## config.mk

```make
export PLATFORM = sky130hd
export DESIGN_NAME = exe_stage_mc_flat
export DESIGN_NICKNAME = d
export VERILOG_FILES = /design/src/rtl/exe_stage_mc_if.sv /design/src/rtl/exe_stage_mc.sv /design/src/flat_wrapper.sv
export SDC_FILE = /design/constraint.sdc
export NUM_CORES = 1
export LEC_CHECK = 0
export ABC_CLOCK_PERIOD_IN_PS = 3900
export BUFFER_PORTS_ARGS = -buffer_cell sky130_fd_sc_hd__buf_2
export CAP_MARGIN = 20
export CORE_MARGIN = 3
export CORE_UTILIZATION = 28
export DETAILED_ROUTE_END_ITERATION = 12
export GPL_TIMING_DRIVEN = 0
export PLACE_DENSITY_LB_ADDON = 0.12
export SYNTH_ARGS = -nofsm -noshare
export SYNTH_HDL_FRONTEND = slang
export SYNTH_SLANG_ARGS = --single-unit
```

## constraint.sdc

```tcl
create_clock -name clk -period 3.9 [get_ports clk]
set_clock_uncertainty 0.1 [all_clocks]
set_input_delay 0.39 -clock clk [delete_from_list [all_inputs] [get_ports clk]]
set_output_delay 0.39 -clock clk [all_outputs]
set_load 0.01 [all_outputs]
```

## src/rtl/exe_stage_mc_if.sv

```systemverilog
// Handshaked operand/result bundle between the ID/EXE register, the
// execute stage and the EXE/MEM register.
interface exe_stage_mc_if #(
    parameter int WIDTH = 32,
    parameter int IMM_W = 24
);
    // Upstream operand bundle
    logic             in_valid;
    logic             in_ready;
    logic [3:0]       EXE_CMD;
    logic             MEM_R_EN;
    logic             MEM_W_EN;
    logic [WIDTH-1:0] PC;
    logic [WIDTH-1:0] Val_Rn;
    logic [WIDTH-1:0] Val2;
    logic [IMM_W-1:0] signed_imm;
    logic [3:0]       SR;

    // Downstream result slot
    logic             out_valid;
    logic             out_ready;
    logic [WIDTH-1:0] ALU_result;
    logic [WIDTH-1:0] Br_addr;
    logic [3:0]       status;
    logic             mem_r_en_o;
    logic             mem_w_en_o;

    // Pipeline side: supplies operands, consumes results
    modport master (
        output in_valid, EXE_CMD, MEM_R_EN, MEM_W_EN, PC, Val_Rn, Val2,
               signed_imm, SR, out_ready,
        input  in_ready, out_valid, ALU_result, Br_addr, status,
               mem_r_en_o, mem_w_en_o
    );

    // Execute stage side
    modport slave (
        input  in_valid, EXE_CMD, MEM_R_EN, MEM_W_EN, PC, Val_Rn, Val2,
               signed_imm, SR, out_ready,
        output in_ready, out_valid, ALU_result, Br_addr, status,
               mem_r_en_o, mem_w_en_o
    );
endinterface

```

## src/rtl/exe_stage_mc.sv

```systemverilog
// Execute stage with a registered output slot: single-cycle ALU ops with
// N/Z/C/V status and branch-target computation, plus an iterative
// shift-add multiplier that occupies the stage for WIDTH cycles.
module exe_stage_mc #(
    parameter int WIDTH  = 32,
    parameter int IMM_W  = 24,
    parameter int MUL_EN = 1
) (
    input  logic          clk,
    input  logic          rst,
    input  logic          flush,
    exe_stage_mc_if.slave bus
);
    localparam int CNT_W = $clog2(WIDTH + 1);

    localparam logic [3:0] CMD_MOV = 4'b0001;
    localparam logic [3:0] CMD_MVN = 4'b1001;
    localparam logic [3:0] CMD_ADD = 4'b0010;
    localparam logic [3:0] CMD_ADC = 4'b0011;
    localparam logic [3:0] CMD_SUB = 4'b0100;
    localparam logic [3:0] CMD_SBC = 4'b0101;
    localparam logic [3:0] CMD_AND = 4'b0110;
    localparam logic [3:0] CMD_ORR = 4'b0111;
    localparam logic [3:0] CMD_EOR = 4'b1000;
    localparam logic [3:0] CMD_MUL = 4'b1010;

    typedef enum logic [0:0] {
        ST_IDLE = 1'b0,
        ST_BUSY = 1'b1
    } state_t;

    // Build {N,Z,C,V} from a result and the carry/overflow to report
    function automatic logic [3:0] nzcv(input logic [WIDTH-1:0] res,
                                        input logic c, input logic v);
        return {res[WIDTH-1], (res == {WIDTH{1'b0}}), c, v};
    endfunction

    // Control state
    state_t           state_r;
    state_t           state_nxt_s;
    logic [CNT_W-1:0] cnt_r;

    // Multiplier working registers and values held for its completion
    logic [WIDTH-1:0] acc_r;
    logic [WIDTH-1:0] mcand_r;
    logic [WIDTH-1:0] mplier_r;
    logic [1:0]       sr_cv_r;
    logic [WIDTH-1:0] br_hold_r;
    logic             mem_r_hold_r;
    logic             mem_w_hold_r;

    // Output slot
    logic             out_valid_r;
    logic [WIDTH-1:0] alu_result_r;
    logic [WIDTH-1:0] br_addr_r;
    logic [3:0]       status_r;
    logic             mem_r_en_r;
    logic             mem_w_en_r;

    // Combinational datapath
    logic             in_ready_s;
    logic             accept_s;
    logic             is_mul_s;
    logic             mul_last_s;
    logic             load_alu_s;
    logic             load_mul_s;
    logic [WIDTH-1:0] acc_step_s;
    logic [WIDTH-1:0] imm_ext_s;
    logic [WIDTH-1:0] br_s;
    logic             sub_s;
    logic             cin_s;
    logic [WIDTH-1:0] op_b_s;
    logic [WIDTH:0]   sum_ext_s;
    logic             add_v_s;
    logic [WIDTH-1:0] alu_res_s;
    logic [3:0]       alu_flags_s;

    // Handshake: accept only in IDLE with a free (or draining) slot and no flush
    always_comb begin
        in_ready_s = (state_r == ST_IDLE) && (!out_valid_r || bus.out_ready) && !flush;
        accept_s   = bus.in_valid && in_ready_s;
        is_mul_s   = (MUL_EN != 0) && (bus.EXE_CMD == CMD_MUL);
        mul_last_s = (state_r == ST_BUSY) && (cnt_r == CNT_W'(1));
        load_alu_s = accept_s && !is_mul_s;
        load_mul_s = mul_last_s && !flush;
        acc_step_s = mplier_r[0] ? (acc_r + mcand_r) : acc_r;
    end

    // Branch target: PC plus the word offset sign-extended and scaled to bytes
    always_comb begin
        imm_ext_s = {{(WIDTH - IMM_W){bus.signed_imm[IMM_W-1]}}, bus.signed_imm};
        br_s      = bus.PC + {imm_ext_s[WIDTH-3:0], 2'b00};
    end

    // Shared adder: subtraction is Rn + ~Val2 + carry-in, so C is NOT borrow
    always_comb begin
        sub_s  = (bus.EXE_CMD == CMD_SUB) || (bus.EXE_CMD == CMD_SBC);
        op_b_s = sub_s ? ~bus.Val2 : bus.Val2;
        case (bus.EXE_CMD)
            CMD_ADC: cin_s = bus.SR[1];
            CMD_SUB: cin_s = 1'b1;
            CMD_SBC: cin_s = bus.SR[1];
            default: cin_s = 1'b0;
        endcase
        sum_ext_s = {1'b0, bus.Val_Rn} + {1'b0, op_b_s} + {{WIDTH{1'b0}}, cin_s};
        add_v_s   = (bus.Val_Rn[WIDTH-1] == op_b_s[WIDTH-1]) &&
                    (sum_ext_s[WIDTH-1] != bus.Val_Rn[WIDTH-1]);
    end

    // Single-cycle result and flags; unknown codes (and MUL when disabled) act as NOP
    always_comb begin
        alu_res_s   = {WIDTH{1'b0}};
        alu_flags_s = bus.SR;
        case (bus.EXE_CMD)
            CMD_MOV: begin
                alu_res_s   = bus.Val2;
                alu_flags_s = nzcv(bus.Val2, bus.SR[1], bus.SR[0]);
            end
            CMD_MVN: begin
                alu_res_s   = ~bus.Val2;
                alu_flags_s = nzcv(~bus.Val2, bus.SR[1], bus.SR[0]);
            end
            CMD_ADD, CMD_ADC, CMD_SUB, CMD_SBC: begin
                alu_res_s   = sum_ext_s[WIDTH-1:0];
                alu_flags_s = nzcv(sum_ext_s[WIDTH-1:0], sum_ext_s[WIDTH], add_v_s);
            end
            CMD_AND: begin
                alu_res_s   = bus.Val_Rn & bus.Val2;
                alu_flags_s = nzcv(bus.Val_Rn & bus.Val2, bus.SR[1], bus.SR[0]);
            end
            CMD_ORR: begin
                alu_res_s   = bus.Val_Rn | bus.Val2;
                alu_flags_s = nzcv(bus.Val_Rn | bus.Val2, bus.SR[1], bus.SR[0]);
            end
            CMD_EOR: begin
                alu_res_s   = bus.Val_Rn ^ bus.Val2;
                alu_flags_s = nzcv(bus.Val_Rn ^ bus.Val2, bus.SR[1], bus.SR[0]);
            end
            default: begin
                alu_res_s   = {WIDTH{1'b0}};
                alu_flags_s = bus.SR;
            end
        endcase
    end

    // FSM state register
    always_ff @(posedge clk or negedge rst) begin
        if (!rst) begin
            state_r <= ST_IDLE;
        end else begin
            state_r <= state_nxt_s;
        end
    end

    // FSM next state: MUL accept enters BUSY; flush or final step returns to IDLE
    always_comb begin
        state_nxt_s = state_r;
        case (state_r)
            ST_IDLE: begin
                if (accept_s && is_mul_s) begin
                    state_nxt_s = ST_BUSY;
                end else begin
                    state_nxt_s = ST_IDLE;
                end
            end
            ST_BUSY: begin
                if (flush || mul_last_s) begin
                    state_nxt_s = ST_IDLE;
                end else begin
                    state_nxt_s = ST_BUSY;
                end
            end
            default: state_nxt_s = ST_IDLE;
        endcase
    end

    // Multiplier: latch operands on accept, then one shift-add step per cycle
    always_ff @(posedge clk or negedge rst) begin
        if (!rst) begin
            cnt_r        <= {CNT_W{1'b0}};
            acc_r        <= {WIDTH{1'b0}};
            mcand_r      <= {WIDTH{1'b0}};
            mplier_r     <= {WIDTH{1'b0}};
            sr_cv_r      <= 2'b00;
            br_hold_r    <= {WIDTH{1'b0}};
            mem_r_hold_r <= 1'b0;
            mem_w_hold_r <= 1'b0;
        end else if (flush) begin
            cnt_r <= {CNT_W{1'b0}};
        end else if (accept_s && is_mul_s) begin
            cnt_r        <= CNT_W'(WIDTH);
            acc_r        <= {WIDTH{1'b0}};
            mcand_r      <= bus.Val_Rn;
            mplier_r     <= bus.Val2;
            sr_cv_r      <= bus.SR[1:0];
            br_hold_r    <= br_s;
            mem_r_hold_r <= bus.MEM_R_EN;
            mem_w_hold_r <= bus.MEM_W_EN;
        end else if (state_r == ST_BUSY) begin
            acc_r    <= acc_step_s;
            mcand_r  <= {mcand_r[WIDTH-2:0], 1'b0};
            mplier_r <= {1'b0, mplier_r[WIDTH-1:1]};
            cnt_r    <= cnt_r - CNT_W'(1);
        end
    end

    // Output slot: load wins over consume, flush empties it without touching data
    always_ff @(posedge clk or negedge rst) begin
        if (!rst) begin
            out_valid_r  <= 1'b0;
            alu_result_r <= {WIDTH{1'b0}};
            br_addr_r    <= {WIDTH{1'b0}};
            status_r     <= 4'b0000;
            mem_r_en_r   <= 1'b0;
            mem_w_en_r   <= 1'b0;
        end else if (flush) begin
            out_valid_r <= 1'b0;
        end else if (load_alu_s) begin
            out_valid_r  <= 1'b1;
            alu_result_r <= alu_res_s;
            br_addr_r    <= br_s;
            status_r     <= alu_flags_s;
            mem_r_en_r   <= bus.MEM_R_EN;
            mem_w_en_r   <= bus.MEM_W_EN;
        end else if (load_mul_s) begin
            out_valid_r  <= 1'b1;
            alu_result_r <= acc_step_s;
            br_addr_r    <= br_hold_r;
            status_r     <= nzcv(acc_step_s, sr_cv_r[1], sr_cv_r[0]);
            mem_r_en_r   <= mem_r_hold_r;
            mem_w_en_r   <= mem_w_hold_r;
        end else if (bus.out_ready) begin
            out_valid_r <= 1'b0;
        end
    end

    assign bus.in_ready   = in_ready_s;
    assign bus.out_valid  = out_valid_r;
    assign bus.ALU_result = alu_result_r;
    assign bus.Br_addr    = br_addr_r;
    assign bus.status     = status_r;
    assign bus.mem_r_en_o = mem_r_en_r;
    assign bus.mem_w_en_o = mem_w_en_r;

endmodule

```

## src/flat_wrapper.sv

```systemverilog
// flat-port wrapper written by rule: the top's interface ports become plain ports
module exe_stage_mc_flat 
#(
    parameter int WIDTH  = 32,
    parameter int IMM_W  = 24,
    parameter int MUL_EN = 1
)
  (clk, rst, flush, bus_in_valid, bus_EXE_CMD, bus_MEM_R_EN, bus_MEM_W_EN, bus_PC, bus_Val_Rn, bus_Val2, bus_signed_imm, bus_SR, bus_out_ready, bus_in_ready, bus_out_valid, bus_ALU_result, bus_Br_addr, bus_status, bus_mem_r_en_o, bus_mem_w_en_o);
  exe_stage_mc_if #(.WIDTH(WIDTH), .IMM_W(IMM_W)) bus_i ();
  input  logic clk;
  input  logic rst;
  input  logic flush;
  input wire logic [$bits(bus_i.in_valid)-1:0] bus_in_valid;
  input wire logic [$bits(bus_i.EXE_CMD)-1:0] bus_EXE_CMD;
  input wire logic [$bits(bus_i.MEM_R_EN)-1:0] bus_MEM_R_EN;
  input wire logic [$bits(bus_i.MEM_W_EN)-1:0] bus_MEM_W_EN;
  input wire logic [$bits(bus_i.PC)-1:0] bus_PC;
  input wire logic [$bits(bus_i.Val_Rn)-1:0] bus_Val_Rn;
  input wire logic [$bits(bus_i.Val2)-1:0] bus_Val2;
  input wire logic [$bits(bus_i.signed_imm)-1:0] bus_signed_imm;
  input wire logic [$bits(bus_i.SR)-1:0] bus_SR;
  input wire logic [$bits(bus_i.out_ready)-1:0] bus_out_ready;
  output wire logic [$bits(bus_i.in_ready)-1:0] bus_in_ready;
  output wire logic [$bits(bus_i.out_valid)-1:0] bus_out_valid;
  output wire logic [$bits(bus_i.ALU_result)-1:0] bus_ALU_result;
  output wire logic [$bits(bus_i.Br_addr)-1:0] bus_Br_addr;
  output wire logic [$bits(bus_i.status)-1:0] bus_status;
  output wire logic [$bits(bus_i.mem_r_en_o)-1:0] bus_mem_r_en_o;
  output wire logic [$bits(bus_i.mem_w_en_o)-1:0] bus_mem_w_en_o;
  assign bus_i.in_valid = bus_in_valid;
  assign bus_i.EXE_CMD = bus_EXE_CMD;
  assign bus_i.MEM_R_EN = bus_MEM_R_EN;
  assign bus_i.MEM_W_EN = bus_MEM_W_EN;
  assign bus_i.PC = bus_PC;
  assign bus_i.Val_Rn = bus_Val_Rn;
  assign bus_i.Val2 = bus_Val2;
  assign bus_i.signed_imm = bus_signed_imm;
  assign bus_i.SR = bus_SR;
  assign bus_i.out_ready = bus_out_ready;
  assign bus_in_ready = bus_i.in_ready;
  assign bus_out_valid = bus_i.out_valid;
  assign bus_ALU_result = bus_i.ALU_result;
  assign bus_Br_addr = bus_i.Br_addr;
  assign bus_status = bus_i.status;
  assign bus_mem_r_en_o = bus_i.mem_r_en_o;
  assign bus_mem_w_en_o = bus_i.mem_w_en_o;
  exe_stage_mc #(.WIDTH(WIDTH), .IMM_W(IMM_W), .MUL_EN(MUL_EN)) u_core (.clk(clk), .rst(rst), .flush(flush), .bus(bus_i));
endmodule
```

# Yosys cells after proc, flatten, opt, wreduce, memory -nomap -nowiden

Index checks and enable logic that the tools add are counted.

Flip-flop bits (word level): 210
Input port bits: 135

$add $sub $neg: 5
Equal/unequal tests: 13
Muxes and demuxes: 31
Bitwise logic cells: 6
Reduce and logical (&&, ||, !) cells: 30

Operators with widths:

| kind                | count |
|---|---|
| $mux 32             | 12 |
| $logic_not 32->1    | 7 |
| $pmux 32 s6         | 1 |
| $add 32x32->32      | 2 |
| $add 32x32->33      | 1 |
| $add 33x1->33       | 1 |
| $and 32x32->32      | 1 |
| $not 32->32         | 1 |
| $or 32x32->32       | 1 |
| $xor 32x32->32      | 1 |
| $pmux 4 s6          | 1 |
| $mux 6              | 3 |
| $eq 4x3->1 const B  | 4 |
| $eq 4x4->1 const B  | 3 |
| $mux 1              | 10 |
| $eq 4x2->1 const B  | 2 |
| $logic_and 1x1->1   | 8 |
| $mux 4              | 2 |
| $eq 6x1->1 const B  | 1 |
| $reduce_and 2->1    | 3 |
| $sub 6x1->6 const B | 1 |
| $eq 4x1->1 const B  | 1 |
| $pmux 1 s2          | 2 |
| $reduce_bool 2->1   | 2 |
| other kinds (9)     | 14 |

# Depth between registers and ports, before layout

Depth after elaboration: 9
Depth in mapped cells: 18
Depth with buffers taken out: 16

# Worst setup path before layout

No wires, ideal clock.

Path kind: input to register
Start point: in bus_EXE_CMD[3]
End point: reg u_core.status_r[2] (netlist: u_core.bus.status[2])
Library setup time: 92 ps
Arrival: 4,469 ps
Data required time: 3,708 ps
Setup slack: -761 ps
Cell stages on the path: 18
Path through: clkbuf_1 > nor3b_1 > clkbuf_1 > buf_1 > xnor2_1 > fa_1 > fa_1 > nand2b_1 > a21oi_1 > o21ai_1 > a211oi_1 > o31ai_2 > xnor2_1 > a2111oi_0 > nand4_1 > nor4b_1 > a21oi_1 > o31ai_2

Word-level cells in the longest chain between the ends: 8
Elaborated cells on any way between the ends: 24
Those cells by class: 2 x add/sub; 10 x eq/ne; 4 x mux; 8 x reduce/logical

RTL lines:

| what                 | line                                                        | source |
|---|---|---|
| from (decl)          | flat_wrapper.sv:14                                          | `input wire logic [$bits(bus_i.EXE_CMD)-1:0] bus_EXE_CMD;` |
| $eq 4x3->1           | exe_stage_mc.sv:97, exe_stage_mc.sv:99, exe_stage_mc.sv:114 |  |
| $logic_or 1x1->1     | exe_stage_mc.sv:97                                          | `sub_s = (bus.EXE_CMD == CMD_SUB) \|\| (bus.EXE_CMD == CMD_SBC);` |
| $mux 32              | exe_stage_mc.sv:98                                          | `op_b_s = sub_s ? ~bus.Val2 : bus.Val2;` |
| $add 32x32->33       | exe_stage_mc.sv:105                                         | `sum_ext_s = {1'b0, bus.Val_Rn} + {1'b0, op_b_s} + {{WIDTH{1'b0}}, cin_s};` |
| $add 33x1->33        | exe_stage_mc.sv:105                                         |  |
| $logic_not 32->1     | exe_stage_mc.sv:35                                          | `return {res[WIDTH-1], (res == {WIDTH{1'b0}}), c, v};` |
| $pmux 4 s6           | exe_stage_mc.sv:114                                         | `case (bus.EXE_CMD)` |
| $mux 4               | exe_stage_mc.sv:218                                         | `end else if (load_alu_s) begin` |
| to (signal assigned) | exe_stage_mc.sv:222                                         | `status_r <= alu_flags_s;` |
| to (signal assigned) | exe_stage_mc.sv:229                                         | `status_r <= nzcv(acc_step_s, sr_cv_r[1], sr_cv_r[0]);` |
| to (decl)            | exe_stage_mc.sv:56                                          | `logic [3:0] status_r;` |

Several ways; a longest one is shown, not always the timed one.
A chain may end at the register's enable or synchronous reset.

# Final worst setup path

Start point: in bus_EXE_CMD[2]
End point: reg u_core.alu_result_r[14] (netlist: u_core.bus.ALU_result[14])

Word-level cells in the longest chain between the ends: 7
Elaborated cells on any way between the ends: 23
Those cells by class: 2 x add/sub; 10 x eq/ne; 4 x mux; 7 x reduce/logical

RTL lines:

| what                 | line                                                        | source |
|---|---|---|
| $eq 4x3->1           | exe_stage_mc.sv:97, exe_stage_mc.sv:99, exe_stage_mc.sv:114 |  |
| $logic_or 1x1->1     | exe_stage_mc.sv:97                                          |  |
| $mux 32              | exe_stage_mc.sv:98                                          |  |
| $add 32x32->33       | exe_stage_mc.sv:105                                         |  |
| $add 33x1->33        | exe_stage_mc.sv:105                                         |  |
| $pmux 32 s6          | exe_stage_mc.sv:114                                         |  |
| $mux 32              | exe_stage_mc.sv:218                                         |  |
| to (signal assigned) | exe_stage_mc.sv:211                                         | `alu_result_r <= {WIDTH{1'b0}};` |
| to (signal assigned) | exe_stage_mc.sv:220                                         | `alu_result_r <= alu_res_s;` |
| to (signal assigned) | exe_stage_mc.sv:227                                         | `alu_result_r <= acc_step_s;` |
| to (decl)            | exe_stage_mc.sv:54                                          | `logic [WIDTH-1:0] alu_result_r;` |

Several ways; a longest one is shown, not always the timed one.

==> results.sh <==
export IMPL_outcome="finished, final reports clean"
export IMPL_period_needed_ps=3880
export IMPL_core_um2=61000
export IMPL_drv_slew=0
export IMPL_synth_compound_area_share_pct=23.9
export IMPL_wl_um=80900
export IMPL_p_leak_nw=9.61
export IMPL_ios=207
export IMPL_start_util_pct=28.6
export IMPL_setup_violations=0
export IMPL_worst_path_buf_inv=4
export IMPL_hpwl_um=64700
export IMPL_routed_via_count=18200
export IMPL_crit_family="compound AO/OA/AOI/OAI gates"
export IMPL_cp_num_cells=17
export IMPL_p_int_w=0.00596
export IMPL_synthXorXnorAreaFrac_pct=4.87
export IMPL_drt_iter0_drc=1477
export IMPL_seqPwrFrac_pct=31.6
export IMPL_cp_data_required_time_ps=4220
export IMPL_io_buffers=202
export IMPL_netlist_area_um2=17400
export IMPL_track_usage_pct=23.8
export IMPL_cp_arrival_ps=4200
export IMPL_hold_class="input port to register"
export IMPL_avgSynthCellArea_um2=7.83
export IMPL_p_per_area_nw_per_um2=477
export IMPL_synthSimpleGateAreaFrac_pct=23.0
export IMPL_htree_levels=1
export IMPL_crit_slowest_cell="a221oi_1"
export IMPL_critPathKind="input port to register"
export IMPL_netlist_instances=2229
export IMPL_clock_fmax_mhz=258
export IMPL_ys_seq_elements=210
export IMPL_cts_sinks=210
export IMPL_clk_pin_slew_ps=60
export IMPL_dpl_instance_area_um2=19700
export IMPL_root_buffer="clkbuf_16"
export IMPL_die_w_um=256
export IMPL_cp_start_kind="input port"
export IMPL_stdcell_area_um2=21400
export IMPL_path_cells="buf_4 -> nor3b_2 -> clkbuf_8 -> buf_12 -> xnor2_1 -> fa_2 -> fa_2 -> nand2b_4 -> a21oi_4 -> o21ai_4 -> a211o_1 -> nand2_2 -> buf_4 -> xor2_1 -> a221oi_1 -> a211oi_1 -> a21o_1"
export IMPL_synth_fa_ha_area_share_pct=11.7
export IMPL_synth_mux_area_share_pct=0.875
export IMPL_grt_antenna_before_repair=4
export IMPL_layout_nets=2788
export IMPL_fp_dieH_um=256
export IMPL_grt_pass1_wl_um=119000
export IMPL_ys_warn_count=0
export IMPL_ys_flop_type="dfrtp_1"
export IMPL_dr_pass1_iters=5
export IMPL_hold_viol=0
export IMPL_gp_congestion=0.935
export IMPL_grt_ovfl_total=0
export IMPL_finalSetupTns_ps=0
export IMPL_final_layout_size_suffix_gt1_share_pct=16.8
export IMPL_cts_buffers=26
export IMPL_tritoncts="done"
export IMPL_grt_max_degree=109
export IMPL_viasPerCell=5.46
export IMPL_synthArstFlopShare_pct=100
export IMPL_rows=90
export IMPL_worst_skew_pair_late_latency_ps=580
export IMPL_power_switching_w=0.00426
export IMPL_grt_pass1_vias=18000
export IMPL_yosysSeqAreaShare_pct=30.1
export IMPL_pre_cts_ws_ps=-1150
export IMPL_swShare_pct=41.7
export IMPL_tightest_slew_ps=1140
export IMPL_synth_edf_count=0
export IMPL_drv_cap=0
export IMPL_clkPwrFrac_pct=24.1
export IMPL_rsz0062_at_grt="yes"
export IMPL_antenna_left=0
export IMPL_synth_top_family_by_area="compound AO/OA/AOI/OAI gates"
export IMPL_fin_ws_ps=23.9
export IMPL_ff2ff_path_depth=15
export IMPL_holdPathStages=3
export IMPL_period_share_pct=99.4
export IMPL_crit_path_max_fanout=7
export IMPL_ir_drop_v=0.000322
export IMPL_drc=0
export IMPL_cpPeakStageDelay_ps=650
export IMPL_routedWlPerCell_um=24.2
export IMPL_worstSetupEndpointType="register"
export IMPL_area_growth_pct=22.7
export IMPL_relSlewSlack_pct=23.6
export IMPL_fin_util_pct=35.1
export IMPL_cts_buffer_depth=3
export IMPL_pwr_share_comb_pct=44.3
export IMPL_syn_num_nets=2525
export IMPL_ys_types=87
export IMPL_die_area_um2=65300
cell families after synthesis:
family,count (synthesis)
adders and majority gates,161
AOI/OAI and AO/OA,623
DFF,210
xor gates and xnor gates,97
and+or+nand+nor,895
buffers and inverters,228
muxes,15
timing repair:
item,in CTS,in global routing
gates resized for setup,45,80
setup endpoints to repair,29,22
hold buffers,6,0
buffers inserted,10,15
gates cloned,0,0
pin swaps,16,48
endpoints found under the hold margin,117,0
cells in the final DEF (no fill, tap or decap), types with 76 or more instances in the layout:
master	instances
nor2_1	222
nand2_1	393
dfrtp_1	210
nand3_1	76
buf_2	203
o21ai_0	107
ha_1	148
a31oi_1	97
a21oi_1	122
clkbuf_1	94
inv_1	101
layout make-up:
class,count,area [um^2]
Clock buffer,34,711
Timing Repair Buffer,239,1380
Antenna cell,2,5.00
Fill cell,6511,39600
Clock inverter,13,156
Tap cell,828,1040
Multi-Input combinational cell,1791,11800
Inverter,102,383
Buffer,122,637
Sequential cell,210,5260
power groups by stage:
stage          clock, W  combinational [W]  sequential, W
6_report        0.00246            0.00453        0.00323
3_3_place_gp          0            0.00414        0.00325
3_5_place_dp          0            0.00418        0.00325
5_1_grt         0.00260            0.00497        0.00328
2_1_floorplan         0            0.00265        0.00318
4_1_cts         0.00252            0.00433        0.00322
worst reg2reg max path: stages, from the launching register on:
cell      delay, ps
dfrtp_1         380
ha_2            220
inv_2            50
fa_2            360
nand2b_4        170
a2111o_1        430
buf_6           150
a211oi_4        290
nor4_2          110
or3_1           390
and3_4          190
a21oi_2         150
xor2_1           90
mux2i_2         240
a211oi_2        120
a21o_1          190
registers in the layout, indices dropped and copies added, names as in the netlist:
name and cells:
u_core.acc_r 32, u_core.br_hold_r 32, u_core.bus.ALU_result 32, u_core.bus.Br_addr 32, u_core.mcand_r 32, u_core.mplier_r 32, u_core.cnt_r 6, u_core.bus.status 4
u_core.sr_cv_r 2, u_core.bus.mem_r_en_o 1, u_core.bus.mem_w_en_o 1, u_core.bus.out_valid 1, u_core.mem_r_hold_r 1, u_core.mem_w_hold_r 1, u_core.state_r 1
through the flow:
stage               power [W]  cells  hold WS, ps
finish                 0.0102   3341         44.0
global route           0.0109   3340         26.4
CTS                    0.0101   3326         15.7
detailed placement    0.00744   3264         76.4
global placement      0.00739   3259          358
floorplan             0.00583   2229        -5.59
cell usage after synthesis, drive strengths merged (5+ instances only):
| library cell | count | share of area [%] |
|---|---|---|
| or2 | 5 | 0.18 |
| a21boi | 5 | 0.24 |
| o2bb2ai | 6 | 0.30 |
| nor2 | 225 | 4.8 |
| a211o | 6 | 0.30 |
| a21o | 49 | 2.2 |
| and3 | 16 | 0.60 |
| nor3b | 6 | 0.26 |
| o21ai | 114 | 3.3 |
| nor3 | 29 | 0.83 |
| o211ai | 22 | 0.95 |
| o31a | 7 | 0.35 |
| nand4 | 37 | 1.4 |
| mux2i | 13 | 0.75 |
| o31ai | 12 | 0.60 |
| or3 | 9 | 0.32 |
| nand2b | 15 | 0.54 |
| buf | 19 | 0.61 |
| ha | 157 | 11 |
| a2111oi | 9 | 0.45 |
| nand2 | 394 | 8.5 |
| o21a | 27 | 1.2 |
| xor2 | 20 | 1.0 |
| clkbuf | 106 | 2.7 |
| o221ai | 7 | 0.35 |
| nor4 | 35 | 1.3 |
| o2111ai | 13 | 0.65 |
| dfrtp | 210 | 30 |
| a21oi | 134 | 3.9 |
| nor2b | 9 | 0.32 |
| a221oi | 32 | 1.7 |
| inv | 102 | 2.2 |
| a211oi | 33 | 1.5 |
| xnor2 | 77 | 3.9 |
| nand4b | 7 | 0.35 |
| a31oi | 103 | 3.7 |
| and2 | 12 | 0.44 |
| o21bai | 13 | 0.56 |
| nand3 | 78 | 2.2 |
per-layer routing:
layer	track usage, %	part of all wire, %
met1	32.9	45
met2	37.8	44
met3	4.43	7.0
met4	7.24	3.3
met5	0	0.016
final timing paths:
kind	from	to	slack, ps
setup / recovery	bus_EXE_CMD[2]	u_core.bus.ALU_result[14]	20
hold / removal	bus_SR[1]	u_core.sr_cv_r[1]	40
setup reg to reg	u_core.mcand_r[0]	u_core.bus.ALU_result[28]	110
hold reg to reg	u_core.bus.ALU_result[16]	u_core.bus.ALU_result[16]	370
max in group asynchronous	rst	u_core.mplier_r[12]	2380
min in group asynchronous	rst	u_core.bus.ALU_result[23]	130
Note: power is estimated with default switching activity, not from simulation.
